==> src/rtl/mig1_pkg.sv <==
// mig1_pkg: shared Mig1 fetch-stage types and constants
package mig1_pkg;
    localparam int INST_W = 32;
    typedef enum logic [1:0] {IDLE, RUN, FLUSH} fetch_state_t;
endpackage

==> src/rtl/mig1_fetch_fifo.sv <==
// mig1_fetch_fifo: instruction buffer holding {pc,data} entries
// Ports: clk, reset (async active-low), clr (sync empty), wr_en/wr_data push,
//        rd_en pop, rd_data head entry, count occupancy.
module mig1_fetch_fifo #(
    parameter int DEPTH = 2,
    parameter int WIDTH = 40
) (
    input  logic                         clk,
    input  logic                         reset,
    input  logic                         clr,
    input  logic                         wr_en,
    input  logic [WIDTH-1:0]             wr_data,
    input  logic                         rd_en,
    output logic [WIDTH-1:0]             rd_data,
    output logic [$clog2(DEPTH+1)-1:0]   count
);
    localparam int PW = $clog2(DEPTH);
    localparam int CW = $clog2(DEPTH + 1);
    logic [WIDTH-1:0] mem [DEPTH];
    logic [PW-1:0]    wp, rp;
    logic             do_rd, do_wr;
    assign do_rd   = rd_en && count != '0;
    // a pop in the same cycle frees the slot, so a full buffer still accepts a push
    assign do_wr   = wr_en && (count != CW'(DEPTH) || do_rd);
    assign rd_data = mem[rp];
    always_ff @(posedge clk or negedge reset) begin
        if (!reset) begin
            for (int i = 0; i < DEPTH; i++) mem[i] <= '0;
            wp    <= '0;
            rp    <= '0;
            count <= '0;
        end else if (clr) begin
            wp    <= '0;
            rp    <= '0;
            count <= '0;
        end else begin
            if (do_wr) mem[wp] <= wr_data;
            wp    <= do_wr ? wp + PW'(1) : wp;
            rp    <= do_rd ? rp + PW'(1) : rp;
            count <= count + CW'(do_wr) - CW'(do_rd);
        end
    end
endmodule

==> src/rtl/mig1_fetch.sv <==
// mig1_fetch: Mig1 instruction fetch stage with synchronous-ROM interface and instruction buffer
// Ports: clk, reset (async active-low); imem_addr/imem_data ROM port;
//        redirect_valid/redirect_pc branch redirect; inst_valid/inst_ready/inst_data/inst_pc to decode.
module mig1_fetch
    import mig1_pkg::*;
#(
    parameter int                         IMEM_ADDR_WIDTH = 8,
    parameter logic [IMEM_ADDR_WIDTH-1:0] RESET_PC        = '0,
    parameter int                         FIFO_DEPTH      = 2
) (
    input  logic                       clk,
    input  logic                       reset,
    output logic [IMEM_ADDR_WIDTH-1:0] imem_addr,
    input  logic [INST_W-1:0]          imem_data,
    input  logic                       redirect_valid,
    input  logic [IMEM_ADDR_WIDTH-1:0] redirect_pc,
    output logic                       inst_valid,
    input  logic                       inst_ready,
    output logic [INST_W-1:0]          inst_data,
    output logic [IMEM_ADDR_WIDTH-1:0] inst_pc
);
    localparam int AW = IMEM_ADDR_WIDTH;
    localparam int CW = $clog2(FIFO_DEPTH + 1);
    fetch_state_t  state;
    logic [AW-1:0] fetch_pc, addr_q;
    logic          pending, hs, issue;
    logic [CW-1:0] occ;
    assign inst_valid = occ != '0;
    assign hs         = inst_valid && inst_ready;
    // occupancy is counted net of this cycle's pop so a 1-deep steady stream never stalls
    assign issue      = state == RUN && !redirect_valid &&
                        (int'(occ) - int'(hs) + int'(pending) < FIFO_DEPTH);
    assign imem_addr  = issue ? fetch_pc : addr_q;
    always_ff @(posedge clk or negedge reset) begin
        if (!reset) begin
            state    <= IDLE;
            fetch_pc <= RESET_PC;
            addr_q   <= RESET_PC;
            pending  <= 1'b0;
        end else begin
            state    <= redirect_valid ? FLUSH : RUN;
            fetch_pc <= redirect_valid ? {redirect_pc[AW-1:2], 2'b00} :
                        issue ? fetch_pc + AW'(4) : fetch_pc;
            addr_q   <= issue ? fetch_pc : addr_q;
            pending  <= issue;
        end
    end
    // addr_q still holds the address whose ROM data arrives this cycle
    mig1_fetch_fifo #(.DEPTH(FIFO_DEPTH), .WIDTH(AW + INST_W)) u_fifo (
        .clk     (clk),
        .reset   (reset),
        .clr     (redirect_valid),
        .wr_en   (pending),
        .wr_data ({addr_q, imem_data}),
        .rd_en   (hs),
        .rd_data ({inst_pc, inst_data}),
        .count   (occ)
    );
endmodule
==> config.mk <==
export PLATFORM = sky130hd
export DESIGN_NAME = mig1_fetch
export DESIGN_NICKNAME = d
export VERILOG_FILES = /design/src/rtl/mig1_pkg.sv /design/src/rtl/mig1_fetch_fifo.sv /design/src/rtl/mig1_fetch.sv
export SDC_FILE = /design/constraint.sdc
export NUM_CORES = 1
export LEC_CHECK = 0
export ABC_AREA = 1
export CAP_MARGIN = 20
export CORE_ASPECT_RATIO = 1.2
export CORE_MARGIN = 2
export CORE_UTILIZATION = 45
export DETAILED_ROUTE_END_ITERATION = 7
export PLACE_DENSITY = 0.71
export SYNTH_ARGS = -nofsm -noshare
export SYNTH_HDL_FRONTEND = slang
export SYNTH_HIERARCHICAL = 1
export SYNTH_SLANG_ARGS = --single-unit
==> constraint.sdc <==
create_clock -name clk -period 6.35 [get_ports clk]
set_input_delay 1.27 -clock clk [delete_from_list [all_inputs] [get_ports clk]]
set_output_delay 1.27 -clock clk [all_outputs]
set_load 0.02 [all_outputs]
After elaboration in Yosys (flattened, before gate mapping)
Cells that the tools add are included.

cells by class
  eq/ne operators = 2
  multiplexer cells = 15
  reduce and logical (&&, ||, !) cells = 13
  order comparisons = 4
  add/subtract/negate cells = 7
  bitwise gates (word level) = 3

operator list
  operator                                                               count
  40-bit two-way mux                                                     4
  80-bit bitwise mux                                                     1
  40-bit demux with 1-bit select                                         1
  8-bit two-way mux                                                      3
  8-bit by 3-bit adder with 8-bit output (second input constant)         1
  2-bit nonzero test                                                     4
  1-bit logical AND                                                      6
  3-bit by 2-bit adder with 4-bit output                                 1
  2-bit greater-or-equal comparator (second input constant)              2
  4-bit by 3-bit < comparator with 1-bit output (second input constant)  1
  1-bit two-way mux                                                      4
  2-bit two-way mux                                                      2
  1-bit inverter with 2-bit output                                       2
  2-bit by 1-bit subtractor with 3-bit output                            1
  1-bit adder (second input constant)                                    2
  2-bit by 1-bit adder with 2-bit output                                 1
  2-bit by 1-bit == test with 1-bit output (second input constant)       1
  2-bit by 1-bit < comparator with 1-bit output (second input constant)  1
  2-bit inequality test (second input constant)                          1
  2-bit AND reduction                                                    1
  2-bit by 1-bit subtractor with 2-bit output                            1
  1-bit zero test                                                        1
  1-bit logical OR                                                       1
  1-bit inverter                                                         1

storage, ports and cells
  logic and storage cells = 53
  output and inout bits = 49
  input bits = 44
  flip-flop bits (word level) = 103

Depth between registers and ports, before layout
Gate-level depths: netlist (run 1).

  depth in word-level cells = 8
  depth in mapped cells = 12
  gate-level depth less buffers = 12

Cells and area by module
Netlist (run 1), hierarchy kept.

modules (own cells, without submodules)
  module           seq. area each (µm²)  times used  area each (µm²)  cells an instance
  mig1_fetch_fifo  2102.0                1           4060.1           518
  mig1_fetch       425.4                 1           862.1            101

Worst setup path after synthesis (run 1)
No wires, ideal clock.

  path type = input -> output
  start point = input port inst_ready
  end point = output port imem_addr[5]
  data arrival time = 2.743 ns
  path slack = 2.337 ns
  stages = 11
  buffers on the path = 1
  data required time = 5.080 ns
  cells stage by stage = o21a_1 -> ha_1 -> inv_1 -> nand2_1 -> fa_1 -> nand2_1 -> inv_1 -> nand2_1 -> buf_6 -> nand2_1 -> o21ai_1

on the way
  cells in the longest elaborated chain, start to end = 6

ends and longest elaborated chain
  what                                           RTL line          RTL
  start, declared                                mig1_fetch.sv:18  input logic inst_ready,
  1-bit logical AND                              mig1_fetch.sv:29  assign hs = inst_valid && inst_ready;
  2-bit by 1-bit subtractor with 3-bit output    mig1_fetch.sv:32  (int'(occ) - int'(hs) + int'(pending) < FIFO_DEPTH);
  3-bit by 2-bit adder with 4-bit output         mig1_fetch.sv:32
  4-bit by 3-bit < comparator with 1-bit output  mig1_fetch.sv:32
  1-bit logical AND                              mig1_fetch.sv:31  assign issue = state == RUN && !redirect_valid &&
  8-bit two-way mux                              n/a
  end, declared                                  mig1_fetch.sv:13  output logic [IMEM_ADDR_WIDTH-1:0] imem_addr,

No other way between the ends.

Worst setup path in the final report (run 1)
  start point = input port inst_ready
  end point = output port imem_addr[6]

on the way
  cells in the longest elaborated chain, start to end = 6

ends and longest elaborated chain
  what                                           RTL line          RTL
  1-bit logical AND                              mig1_fetch.sv:29
  named net hs                                   mig1_fetch.sv:26  logic pending, hs, issue;
  2-bit by 1-bit subtractor with 3-bit output    mig1_fetch.sv:32
  3-bit by 2-bit adder with 4-bit output         mig1_fetch.sv:32
  4-bit by 3-bit < comparator with 1-bit output  mig1_fetch.sv:32
  1-bit logical AND                              mig1_fetch.sv:31
  8-bit two-way mux                              n/a

The timed path passes the listed nets, and every way through them passes these cells.

==> implementation parameters, run 1 <==
Parameter                              Value

Status
  Result of the run ... finished, final reports clean

Clock tree
  CTS root buffer ... clkbuf_16
  Maximum level of the CTS H-tree ... 3
  Clock latency at the later pin of the worst-skew pair ... 0.34 ns
  CTS Buf Count ... 9
  Clock-pin slew on the worst setup and hold paths ... 0.06 ns
  Number of buffers added for setup after CTS ... 0
  Number of buffers added to fix hold violations after cts ... 0
  Clock Sink Count ... 101
  CTS tree ... done
  Deepest clock path buffer count ... 2
  Resized Gates After CTS ... 0

Logic synthesis
  Area fraction in compound gates after synthesis ... 0.7117%
  Register area share after synthesis ... 51.35%
  Largest family of logic cells by synthesized area ... simple AND/OR/NAND/NOR gates
  Mapped Area ... 4922 µm²
  Mux cell area share after synthesis ... 0%
  Gate count of the mapped netlist ... 619
  Number of flip-flops and latches in the synthesized netlist ... 101
  Synth Area in Adders ... 1.423%
  Share of the synthesized netlist area taken by xor and xnor gates ... 0.1779%
  Synthesis warning total ... 6
  Portion of synthesized cell area occupied by the leading cell type ... 51.35%
  Biggest area consumer among synthesized cells ... dfrtp_1
  Total nets after synthesis ... 668
  Average footprint of a synthesized cell ... 7.952 µm²
  Leading post-synthesis cells by cell area ... dfrtp_1, nand2_1, nand4_1
  Post-Synth Simple-Gate Area ... 38.92%
  Post-synthesis cell type count ... 25

Drt
  Final routed wire length divided by cell count ... 15.08 µm
  Vias per Instance ... 5.378
  First DRT Iteration DRCs ... 319
  Vias after detailed routing ... 4367
  DRC violations left ... 0
  Number of search-and-repair iterations in the first detailed-routing pass ... 5
  Routed Wire Length ... 12240 µm
  Post-route antenna net violation count ... 0

Floorplan
  Number of top-level design ports ... 93
  DIE WIDTH ... 99.48 µm
  Count of standard-cell rows ... 41
  Die Area ... 11790 µm²
  CORE AREA ... 10570 µm²
  Die Y ... 118.6 µm
  Initial Util ... 46.58%

Timing
  Final-report hold violation count ... 0
  Final Critical Period ... 5.133 ns
  Remaining max-slew budget at the tightest pin ... 27.48%
  Sum Neg Setup Slack ... 0 ns
  Actual transition at the worst max-transition pin ... 1.087 ns
  RSZ-0062 raised after global routing ... no
  Total setup violations reported at the end of the flow ... 0
  Final worst-path cycle share ... 80.84%
  Minimum setup slack in the final design ... 1.217 ns
  Final worst hold slack ... 0.4703 ns
  Final Slew Violations ... 0
  Max Fclk ... 194.8 MHz
  Post-Route Skew ... 0.008004 ns

Run
  Count of max-cap constraint violations ... 0

Power
  Internal power component ... 1.366 mW
  Combinational cell fraction of total power ... 26.0%
  Part of the power in the clock network ... 31.7%
  Share of total power in sequential cells ... 42.3%
  Cell Pwr Density ... 317.7 nW/µm²
  Total power ... 1.946 mW
  Leak ... 3.169 nW
  Max VDD drop ... 0.1325 mV
  Switching Fraction ... 29.82%
  Net Switching ... 0.5802 mW

Cells and area
  Total Nets Final ... 727
  Diode insertion count for antenna repair ... 0
  Fraction of layout cells with a size suffix above 1 ... 4.978%
  Area taken by flip-flops and latches ... 2529 µm²
  Synth-to-Final Area Change ... 24.43%
  Commonest non-fill, non-tap cells in the layout ... nand2_1, dfrtp_1, clkdlybuf4s50_1
  Multi-input gate area in the final layout ... 2047 µm²
  FILL cells ... 937
  Commonest non-fill, non-tap cell in the layout ... nand2_1

Global routing
  Wire length of the first global-routing pass ... 20670 µm
  GRT Residual Overflow ... 0
  Maximum number of pins on one net before global-route repair ... 84
  Initial antenna violation count ... 0
  Vias in the first global route ... 4309
  Total Routing Usage GR ... 21.55%

Setup path
  Element type at the critical path start ... input pin
  Critical path endpoint category ... primary output
  Worst EP required ... 5.08 ns
  Crit path arrival time ... 3.86 ns
  Biggest fanout along the worst timing path ... 12
  Category of the critical setup timing path ... in -> out

Hold path
  Class of the most critical hold timing path ... reg -> reg

Place
  Routability cong. ... 0.8198
  Detailed placer's ending HPWL ... 6954 µm
  PortBufs ... 90
  Worst setup slack after placement ... 1.237 ns
[synthesized netlist by cell type, drive strengths merged]
cell type / count
nand2: 325
dfrtp: 101
nand4: 80
buf: 41
inv: 22
nand3: 21
nor2: 10
clkbuf: 6
ha: 4
o21ai: 3
a21oi: 1
clkinv: 1
fa: 1
o21a: 1
o21bai: 1
xor2: 1
[through the flow]
| stage | std cells | area [µm²] | utilization (%) |
|---|---|---|---|
| final | 812 | 6125 | 57.96 |
| after global routing | 812 | 6125 | 57.96 |
| after CTS | 811 | 6097 | 57.70 |
| after detailed placement | 795 | 5757 | 54.48 |
| after global placement | 795 | 5757 | 54.48 |
| after floorplan | 619 | 4922 | - |
[sequential cells by signal, indices dropped and copies added, names as in the netlist]
register and flops:
u_fifo/mem 80, addr_q 8, fetch_pc 6, state 2, u_fifo/count 2, pending 1, u_fifo/rp 1, u_fifo/wp 1
[cell type report]
cell class	instances	area share [%]
well taps	129	2.635
multi-input cells	448	33.42
inverters	23	1.491
clock buffers	10	3.739
flip-flops and latches	101	41.29
repair buffers	95	15.61
clock inverters	6	1.818
[layer usage]
layer / part of all wire, % / global-route usage [%]
met5: 0 / 0
met4: 1.3 / 8.390
met3: 6.8 / 2.839
met2: 49 / 34.63
met1: 43 / 29.60
[critical path, cell delays in order]
cell and delay (ns):
clkdlybuf4s50_1 0.46, o21a_1 0.15, ha_1 0.24, inv_1 0.05, nand2_1 0.05, fa_1 0.35, nand2_1 0.12, inv_1 0.05
nand2_1 0.27, nand2_1 0.08, o21ai_1 0.12, clkdlybuf4s50_1 0.64
[power by group through the flow]
stage / combinational [mW] / sequential (mW) / clock (mW)
5_1_grt: 0.560 / 0.838 / 0.659
3_5_place_dp: 0.507 / 0.833 / 0
4_1_cts: 0.511 / 0.822 / 0.633
3_3_place_gp: 0.498 / 0.828 / 0
6_report: 0.506 / 0.823 / 0.616
2_1_floorplan: 0.284 / 0.815 / 0
[kinds of logic (layout without fill, tap and decap cells)]
family / after synthesis / after routing
simple gates: 436 / 436
flops: 101 / 101
buf+inv: 70 / 134
compound gates: 6 / 6
fa+ha+maj: 5 / 5
xor+xnor: 1 / 1
[final timing paths]
check | startpoint | end | slack (ns) | depth (start not counted)
max in group asynchronous | reset | pending$_DFF_PN0_ | 4.22 | 2
hold / removal | u_fifo/mem[45]$_DFFE_PN0P_ | u_fifo/mem[45]$_DFFE_PN0P_ | 0.47 | 2
setup reg to reg | u_fifo/count[1]$_DFF_PN0_ | u_fifo/mem[52]$_DFFE_PN0P_ | 3.37 | 6
setup / recovery | inst_ready | imem_addr[6] | 1.22 | 12
hold reg to reg | u_fifo/mem[45]$_DFFE_PN0P_ | u_fifo/mem[45]$_DFFE_PN0P_ | 0.47 | 2
min in group asynchronous | reset | u_fifo/mem[51]$_DFFE_PN0P_ | 0.87 | 1
No activity file was read; power rests on OpenSTA's default activity.
==> run 2, diff against run 1 <==
==> constraint.sdc (replaced) <==
create_clock -name clk -period 4.76 [get_ports clk]
set_input_delay 0.952 -clock clk [delete_from_list [all_inputs] [get_ports clk]]
set_output_delay 0.952 -clock clk [all_outputs]
set_load 0.02 [all_outputs]
==> implementation parameters, run 2 (synthesized netlist as in run 1, its figures left out) <==
Parameter                              Value

Status
  Result of the run ... finished, final reports clean (unchanged)

Timing
  Total setup violations reported at the end of the flow ... 0 (unchanged)
  Final Critical Period ... 4.549 ns
  Final Slew Violations ... 0 (unchanged)
  Max Fclk ... 219.8 MHz
  Final-report hold violation count ... 0 (unchanged)
  Remaining max-slew budget at the tightest pin ... 31.14% (was 27.48%)
  Final worst-path cycle share ... 95.57%
  Sum Neg Setup Slack ... 0 ns (unchanged)
  Post-Route Skew ... 0.005423 ns (was 0.008004 ns)
  Actual transition at the worst max-transition pin ... 1.032 ns (was 1.087 ns)
  RSZ-0062 raised after global routing ... no (unchanged)

Cells and area
  Synth-to-Final Area Change ... 24.05% (was 24.43%)
  Diode insertion count for antenna repair ... 0 (unchanged)
  Flip-flop count of the largest register, all copies and words added ... 80 (unchanged)
  Total Nets Final ... 729 (was 727)
  Commonest non-fill, non-tap cells in the layout ... nand2_1, dfrtp_1, clkdlybuf4s50_1 (unchanged)
  FILL cells ... 979 (was 937)
  Fraction of layout cells with a size suffix above 1 ... 5.255% (was 4.978%)
  Largest registers ... u_fifo/mem: 80 flops, addr_q: 8 flops, fetch_pc: 6 flops (unchanged)
  Commonest non-fill, non-tap cell in the layout ... nand2_1 (unchanged)
  Non-filler cells in the finished layout ... 814 (was 812)
  Most flops, register ... u_fifo/mem (unchanged)

Floorplan
  Number of top-level design ports ... 93 (unchanged)
  Initial Util ... 46.58% (unchanged)
  CORE AREA ... 10570 µm² (unchanged)
  Die Area ... 11790 µm² (unchanged)
  Count of standard-cell rows ... 41 (unchanged)
  DIE WIDTH ... 99.48 µm (unchanged)
  Die Y ... 118.6 µm (unchanged)

Clock tree
  Maximum level of the CTS H-tree ... 3 (unchanged)
  Number of buffers added to fix hold violations after cts ... 0 (unchanged)
  Clock latency at the later pin of the worst-skew pair ... 0.34 ns (about the same)
  CTS root buffer ... clkbuf_16 (unchanged)
  Clock-pin slew on the worst setup and hold paths ... 0.07 ns (was 0.06 ns)
  Number of buffers added for setup after CTS ... 0 (unchanged)
  CTS Buf Count ... 9 (unchanged)
  Deepest clock path buffer count ... 2 (unchanged)
  Clock Sink Count ... 101 (unchanged)
  CTS tree ... done (unchanged)
  Resized Gates After CTS ... 0 (unchanged)

Power
  Max VDD drop ... 0.1894 mV (was 0.1325 mV)
  Cell Pwr Density ... 420.1 nW/µm² (was 317.7 nW/µm²)
  Leak ... 3.172 nW (was 3.169 nW)

Place
  # placed instances ... 798 (was 795)
  Detailed placer's ending HPWL ... 7123 µm (was 6954 µm)
  Routability cong. ... 0.8027 (was 0.8198)
  PortBufs ... 90 (unchanged)

Global routing
  Initial antenna violation count ... 0 (unchanged)
  Wire length of the first global-routing pass ... 20900 µm (was 20670 µm)
  Met2 usage ... 34.54% (was 34.63%)
  Total Routing Usage GR ... 21.83% (was 21.55%)
  GR peak layer ... met2 (unchanged)
  GRT Residual Overflow ... 0 (unchanged)
  Maximum number of pins on one net before global-route repair ... 84 (unchanged)
  Fraction of met1 tracks used by global routing ... 30.20% (was 29.60%)
  Vias in the first global route ... 4315 (was 4309)
  GR met3 Demand/Resource ... 3.607% (was 2.839%)

Hold path
  Class of the most critical hold timing path ... reg -> reg (unchanged)

Setup path
  Crit path arrival time ... 3.60 ns (was 3.86 ns)
  Critical path endpoint category ... primary output (unchanged)
  Worst EP required ... 3.81 ns (was 5.08 ns)
  Biggest fanout along the worst timing path ... 12 (unchanged)
  Element type at the critical path start ... input pin (unchanged)
  Category of the critical setup timing path ... in -> out (unchanged)

Drt
  Number of search-and-repair iterations in the first detailed-routing pass ... 5 (unchanged)
  Vias after detailed routing ... 4375 (was 4367)
  Routed Wire Length ... 12160 µm (was 12240 µm)
  Vias per Instance ... 5.375 (was 5.378)
  First DRT Iteration DRCs ... 332 (was 319)
  Final routed wire length divided by cell count ... 14.94 µm (was 15.08 µm)
  Post-route antenna net violation count ... 0 (unchanged)
  DRC violations left ... 0 (unchanged)

Run
  Count of max-cap constraint violations ... 0 (unchanged)
## run 2: cell types whose count changed in the layout (fill, tap and decap cells not counted)
cell,previous run,this run
buf_16,1,0
buf_4,5,8
bufinv_16,3,2
clkbuf_8,0,2
clkinv_2,1,2
clkinv_4,2,1
clkinvlp_4,1,0
## run 2: where the power goes
| part | leakage [nW] | switching (mW) | internal, mW | total (mW) |
|---|---|---|---|---|
| Sequential | 1.32 | 0.0911 | 1.01 | 1.10 |
| Clock | 0.163 | 0.304 | 0.488 | 0.792 |
| Combinational | 1.69 | 0.375 | 0.299 | 0.673 |
## run 2: layer usage
metal	vias to the layer above	part of all wire, %
met5	-	0
met4	0	1.5
met3	17	6.3
met2	148	48
met1	2089	44
li1	2121	-
## run 2: final timing paths
| kind | depth (start not counted) | slack [ns] | end | startpoint |
|---|---|---|---|---|
| setup / recovery | 12 | 0.21 | imem_addr[5] | inst_ready |
| hold / removal | 2 | 0.47 | u_fifo/mem[29]$_DFFE_PN0P_ | u_fifo/mem[29]$_DFFE_PN0P_ |
| setup reg to reg | 4 | 2.15 | u_fifo/mem[43]$_DFFE_PN0P_ | pending$_DFF_PN0_ |
| hold reg to reg | 2 | 0.47 | u_fifo/mem[29]$_DFFE_PN0P_ | u_fifo/mem[29]$_DFFE_PN0P_ |
| max in group asynchronous | 2 | 3.08 | u_fifo/mem[14]$_DFFE_PN0P_ | reset |
| min in group asynchronous | 1 | 0.72 | u_fifo/mem[51]$_DFFE_PN0P_ | reset |
## run 2: stage by stage
stage | setup WS (ns) | util, % | area [µm²] | total power [mW] | hold WS (ns)
3_3_place_gp | 0.2695 | 54.69 | 5779 | 1.771 | 0.4530
2_1_floorplan | 1.383 | - | 4922 | 1.467 | 0.4417
5_1_grt | 0.02773 | 57.78 | 6106 | 2.714 | 0.4910
3_5_place_dp | 0.2580 | 54.69 | 5779 | 1.790 | 0.4586
4_1_cts | 0.2338 | 57.78 | 6106 | 2.588 | 0.4740
6_report | 0.2106 | 57.78 | 6106 | 2.565 | 0.4699
## run 2: cell type report
| class | instances | area [µm²] | share of cell area [%] |
|---|---|---|---|
| Timing Repair Buffer | 97 | 950.9 | 15.57 |
| Sequential cell | 101 | 2529 | 41.41 |
| Inverter | 23 | 91.34 | 1.496 |
| Clock buffer | 12 | 256.5 | 4.201 |
| Clock inverter | 4 | 70.07 | 1.148 |
| Multi-Input combinational cell | 448 | 2047 | 33.52 |
| Tap cell | 129 | 161.4 | 2.643 |
## run 2: critical path: stages
cell and delay (ns):
clkdlybuf4s50_1 0.46, o21a_1 0.16, ha_1 0.23, inv_1 0.05
nand2_1 0.05, fa_1 0.35, nand2_1 0.13, inv_1 0.06
nand2_1 0.28, nand2_1 0.08, o21ai_1 0.14, clkdlybuf4s50_1 0.65
==> run 3, diff against run 2 <==
--- a/config.mk
+++ b/config.mk
@@ -5,7 +5,6 @@
 export SDC_FILE = /design/constraint.sdc
 export NUM_CORES = 1
 export LEC_CHECK = 0
-export ABC_AREA = 1
 export CAP_MARGIN = 20
 export CORE_ASPECT_RATIO = 1.2
 export CORE_MARGIN = 2
==> constraint.sdc (replaced) <==
create_clock -name clk -period 4.9 [get_ports clk]
set_input_delay 0.98 -clock clk [delete_from_list [all_inputs] [get_ports clk]]
set_output_delay 0.98 -clock clk [all_outputs]
set_load 0.02 [all_outputs]
==> implementation parameters, run 3 <==
Parameter                              Value

Timing
  Sum Neg Setup Slack ... 0 ns (unchanged)
  Post-Route Skew ... 0.006057 ns (was 0.005423 ns)
  Max Fclk ... 219.9 MHz
  Final Critical Period ... 4.548 ns
  Final Slew Violations ... 0 (unchanged)
  Remaining max-slew budget at the tightest pin ... 30.38% (was 31.14%)
  Final-report hold violation count ... 0 (unchanged)
  Total setup violations reported at the end of the flow ... 0 (unchanged)
  Actual transition at the worst max-transition pin ... 1.044 ns (was 1.032 ns)
  Final worst hold slack ... 0.5014 ns (was 0.4699 ns)
  Final worst-path cycle share ... 92.81%
  RSZ-0062 raised after global routing ... no (unchanged)

Cells and area
  Largest registers ... u_fifo/mem: 80 flops, addr_q: 8 flops, fetch_pc: 6 flops (unchanged)
  Most flops, register ... u_fifo/mem (unchanged)
  Utilization after layout ... 58.70% (was 57.78%)
  Commonest non-fill, non-tap cells in the layout ... dfrtp_1, clkdlybuf4s50_1, mux2_2 (was nand2_1, dfrtp_1, clkdlybuf4s50_1)
  Commonest non-fill, non-tap cell in the layout ... dfrtp_1 (was nand2_1)
  Non-filler cells in the finished layout ... 517 (was 814)
  Total Nets Final ... 437 (was 729)
  Diode insertion count for antenna repair ... 0 (unchanged)
  Flip-flop count of the largest register, all copies and words added ... 80 (unchanged)
  Synth-to-Final Area Change ... 27.02% (was 24.05%)
  Fraction of layout cells with a size suffix above 1 ... 38.62% (was 5.255%)

Global routing
  GRT Residual Overflow ... 0 (unchanged)
  Initial antenna violation count ... 0 (unchanged)
  Wire length of the first global-routing pass ... 14700 µm (was 20900 µm)
  Vias in the first global route ... 2938 (was 4315)
  Maximum number of pins on one net before global-route repair ... 75 (was 84)
  Total Routing Usage GR ... 17.41% (was 21.83%)

Logic synthesis
  Leading post-synthesis cells by cell area ... dfrtp_1, mux2_2, mux2_4 (was dfrtp_1, nand2_1, nand4_1)
  Portion of synthesized cell area occupied by the leading cell type ... 54.64% (was 51.35%)
  Biggest area consumer among synthesized cells ... dfrtp_1 (unchanged)
  Average footprint of a synthesized cell ... 15.52 µm² (was 7.952 µm²)
  Most frequent cells after synthesis ... dfrtp_1, mux2_2, mux2_4 (was nand2_1, dfrtp_1, nand4_1)
  Most common cell in the synthesized netlist ... dfrtp_1 (was nand2_1)
  Gate count of the mapped netlist ... 298 (was 619)
  Share of flip-flops with an asynchronous set or reset ... 100.0% (unchanged)
  Register area share after synthesis ... 54.64% (was 51.35%)
  Synthesis warning total ... 6 (unchanged)
  Post-synthesis cell type count ... 37 (was 25)
  Count of flip-flops with a built-in enable after synthesis ... 0 (unchanged)
  Most used flip-flop cell after synthesis ... dfrtp_1 (unchanged)
  Mapped Area ... 4626 µm² (was 4922 µm²)
  Total nets after synthesis ... 347 (was 668)
  Number of flip-flops and latches in the synthesized netlist ... 101 (unchanged)

Floorplan
  Count of standard-cell rows ... 40 (was 41)
  Die Y ... 115.1 µm (was 118.6 µm)
  CORE AREA ... 10010 µm² (was 10570 µm²)
  Initial Util ... 46.21% (was 46.58%)
  DIE WIDTH ... 96.56 µm (was 99.48 µm)
  Number of top-level design ports ... 93 (unchanged)
  Die Area ... 11110 µm² (was 11790 µm²)

Drt
  Routed Wire Length ... 8936 µm (was 12160 µm)
  Final routed wire length divided by cell count ... 17.28 µm (was 14.94 µm)
  Number of search-and-repair iterations in the first detailed-routing pass ... 4 (was 5)
  Post-route antenna net violation count ... 0 (unchanged)
  First DRT Iteration DRCs ... 100 (was 332)
  DRC violations left ... 0 (unchanged)
  Vias after detailed routing ... 2698 (was 4375)
  Vias per Instance ... 5.219 (was 5.375)

Clock tree
  CTS tree ... done (unchanged)
  Maximum level of the CTS H-tree ... 3 (unchanged)
  Resized Gates After CTS ... 0 (unchanged)
  Clock Sink Count ... 101 (unchanged)
  Number of buffers added to fix hold violations after cts ... 0 (unchanged)
  Clock-pin slew on the worst setup and hold paths ... 0.06 ns (was 0.07 ns)
  Clock latency at the later pin of the worst-skew pair ... 0.33 ns (was 0.34 ns)
  Deepest clock path buffer count ... 2 (unchanged)
  CTS Buf Count ... 9 (unchanged)
  CTS root buffer ... clkbuf_16 (unchanged)
  Number of buffers added for setup after CTS ... 0 (unchanged)

Setup path
  Category of the critical setup timing path ... in -> out (unchanged)
  Critical Path, Cell by Cell ... clkdlybuf4s50_1, and2_1, ha_1, nand2b_1, fa_1, nand3b_1, nor2_4, mux2_2, clkdlybuf4s50_1 (was clkdlybuf4s50_1, o21a_1, ha_1, inv_1, nand2_1, fa_1, nand2_1, inv_1, nand2_1, nand2_1, o21ai_1, clkdlybuf4s50_1)
  Reg-to-reg setup timing slack ... 2.20 ns (was 2.15 ns)
  Cell mode on critical path ... clkdlybuf4s50_1 (was nand2_1)
  Critical path endpoint category ... primary output (unchanged)
  Peak per-stage delay on the critical path ... 0.61 ns (was 0.65 ns)
  Crit path arrival time ... 3.57 ns (was 3.60 ns)
  Crit path max-delay cell type ... clkdlybuf4s50_1 (unchanged)
  Worst EP required ... 3.92 ns (was 3.81 ns)
  Biggest fanout along the worst timing path ... 10 (was 12)
  Element type at the critical path start ... input pin (unchanged)

Power
  Leak ... 2.591 nW (was 3.172 nW)
  Cell Pwr Density ... 422.3 nW/µm² (was 420.1 nW/µm²)
  Max VDD drop ... 0.2092 mV (was 0.1894 mV)

Hold path
  Class of the most critical hold timing path ... reg -> reg (unchanged)

Run
  Count of max-cap constraint violations ... 0 (unchanged)

Place
  # placed instances ... 503 (was 798)
  PortBufs ... 90 (unchanged)
  Detailed placer's ending HPWL ... 5887 µm (was 7123 µm)
  Routability cong. ... 0.7804 (was 0.8027)

Status
  Result of the run ... finished, final reports clean (unchanged)
[run 3: changes by cell type after synthesis, sizes merged, moves of 17 or more]
cell,delta
nand2,-315
buf,-30
inv,-17
nand3,-18
mux2,+126
nand4,-79
[run 3: final cells by class]
type | instances | area, µm²
multi-input combinational | 177 | 1948
tap | 126 | 157.7
timing repair buffer | 94 | 940.9
inverter | 5 | 18.77
clock inverter | 2 | 35.03
sequential | 101 | 2529
fill | 812 | 4134
clock buffer | 12 | 246.5
[run 3: kinds of logic after synthesis]
logic type	after synthesis	synth area share (%)
flip-flops	101	54.64
XOR/XNOR	5	0.9469
AO/OA/AOI/OAI	9	1.488
adder cells (fa/ha/maj)	5	1.515
AND/OR/NAND/NOR	32	4.112
multiplexers	126	33.92
buffers and inverters	20	3.381
[run 3: path summary, 6_finish.rpt]
path | cells after the start | from | to
hold / removal | 1 | u_fifo/mem[57]$_DFFE_PN0P_ | u_fifo/mem[57]$_DFFE_PN0P_
setup reg to reg | 7 | u_fifo/count[1]$_DFF_PN0_ | u_fifo/mem[70]$_DFFE_PN0P_
hold reg to reg | 1 | u_fifo/mem[57]$_DFFE_PN0P_ | u_fifo/mem[57]$_DFFE_PN0P_
setup / recovery | 9 | inst_ready | imem_addr[5]
min in group asynchronous | 1 | reset | u_fifo/mem[46]$_DFFE_PN0P_
max in group asynchronous | 2 | reset | addr_q[0]$_DFF_PN0_
[run 3: power breakdown]
group / switching, mW / internal (mW)
Combinational: 0.295 / 0.422
Clock: 0.285 / 0.404
Sequential: 0.0849 / 0.991
[run 3: layer usage]
metal  up-vias  GRT usage (%)  wire (µm)
li1       1241              -          -
met1      1392          23.06       3958
met2        58          28.19       4553
met3         7          3.080        315
met4         0          7.324        108
met5         -              0          0
[run 3: metrics by stage]
stage | area, µm² | setup WS (ns) | power (mW)
3_5_place_dp | 5594 | 0.3566 | 1.815
5_1_grt | 5876 | 0.2110 | 2.615
4_1_cts | 5876 | 0.3416 | 2.510
3_3_place_gp | 5594 | 0.3904 | 1.794
2_1_floorplan | 4626 | 1.371 | 1.490
6_report | 5876 | 0.3522 | 2.482
[run 3: critical path: cells and delay by family]
| kind | cells | cell delay [ns] |
|---|---|---|
| simple gates | 4 | 0.63 |
| fa+ha+maj | 2 | 0.65 |
| mux | 1 | 0.25 |
| buf+inv | 2 | 1.06 |
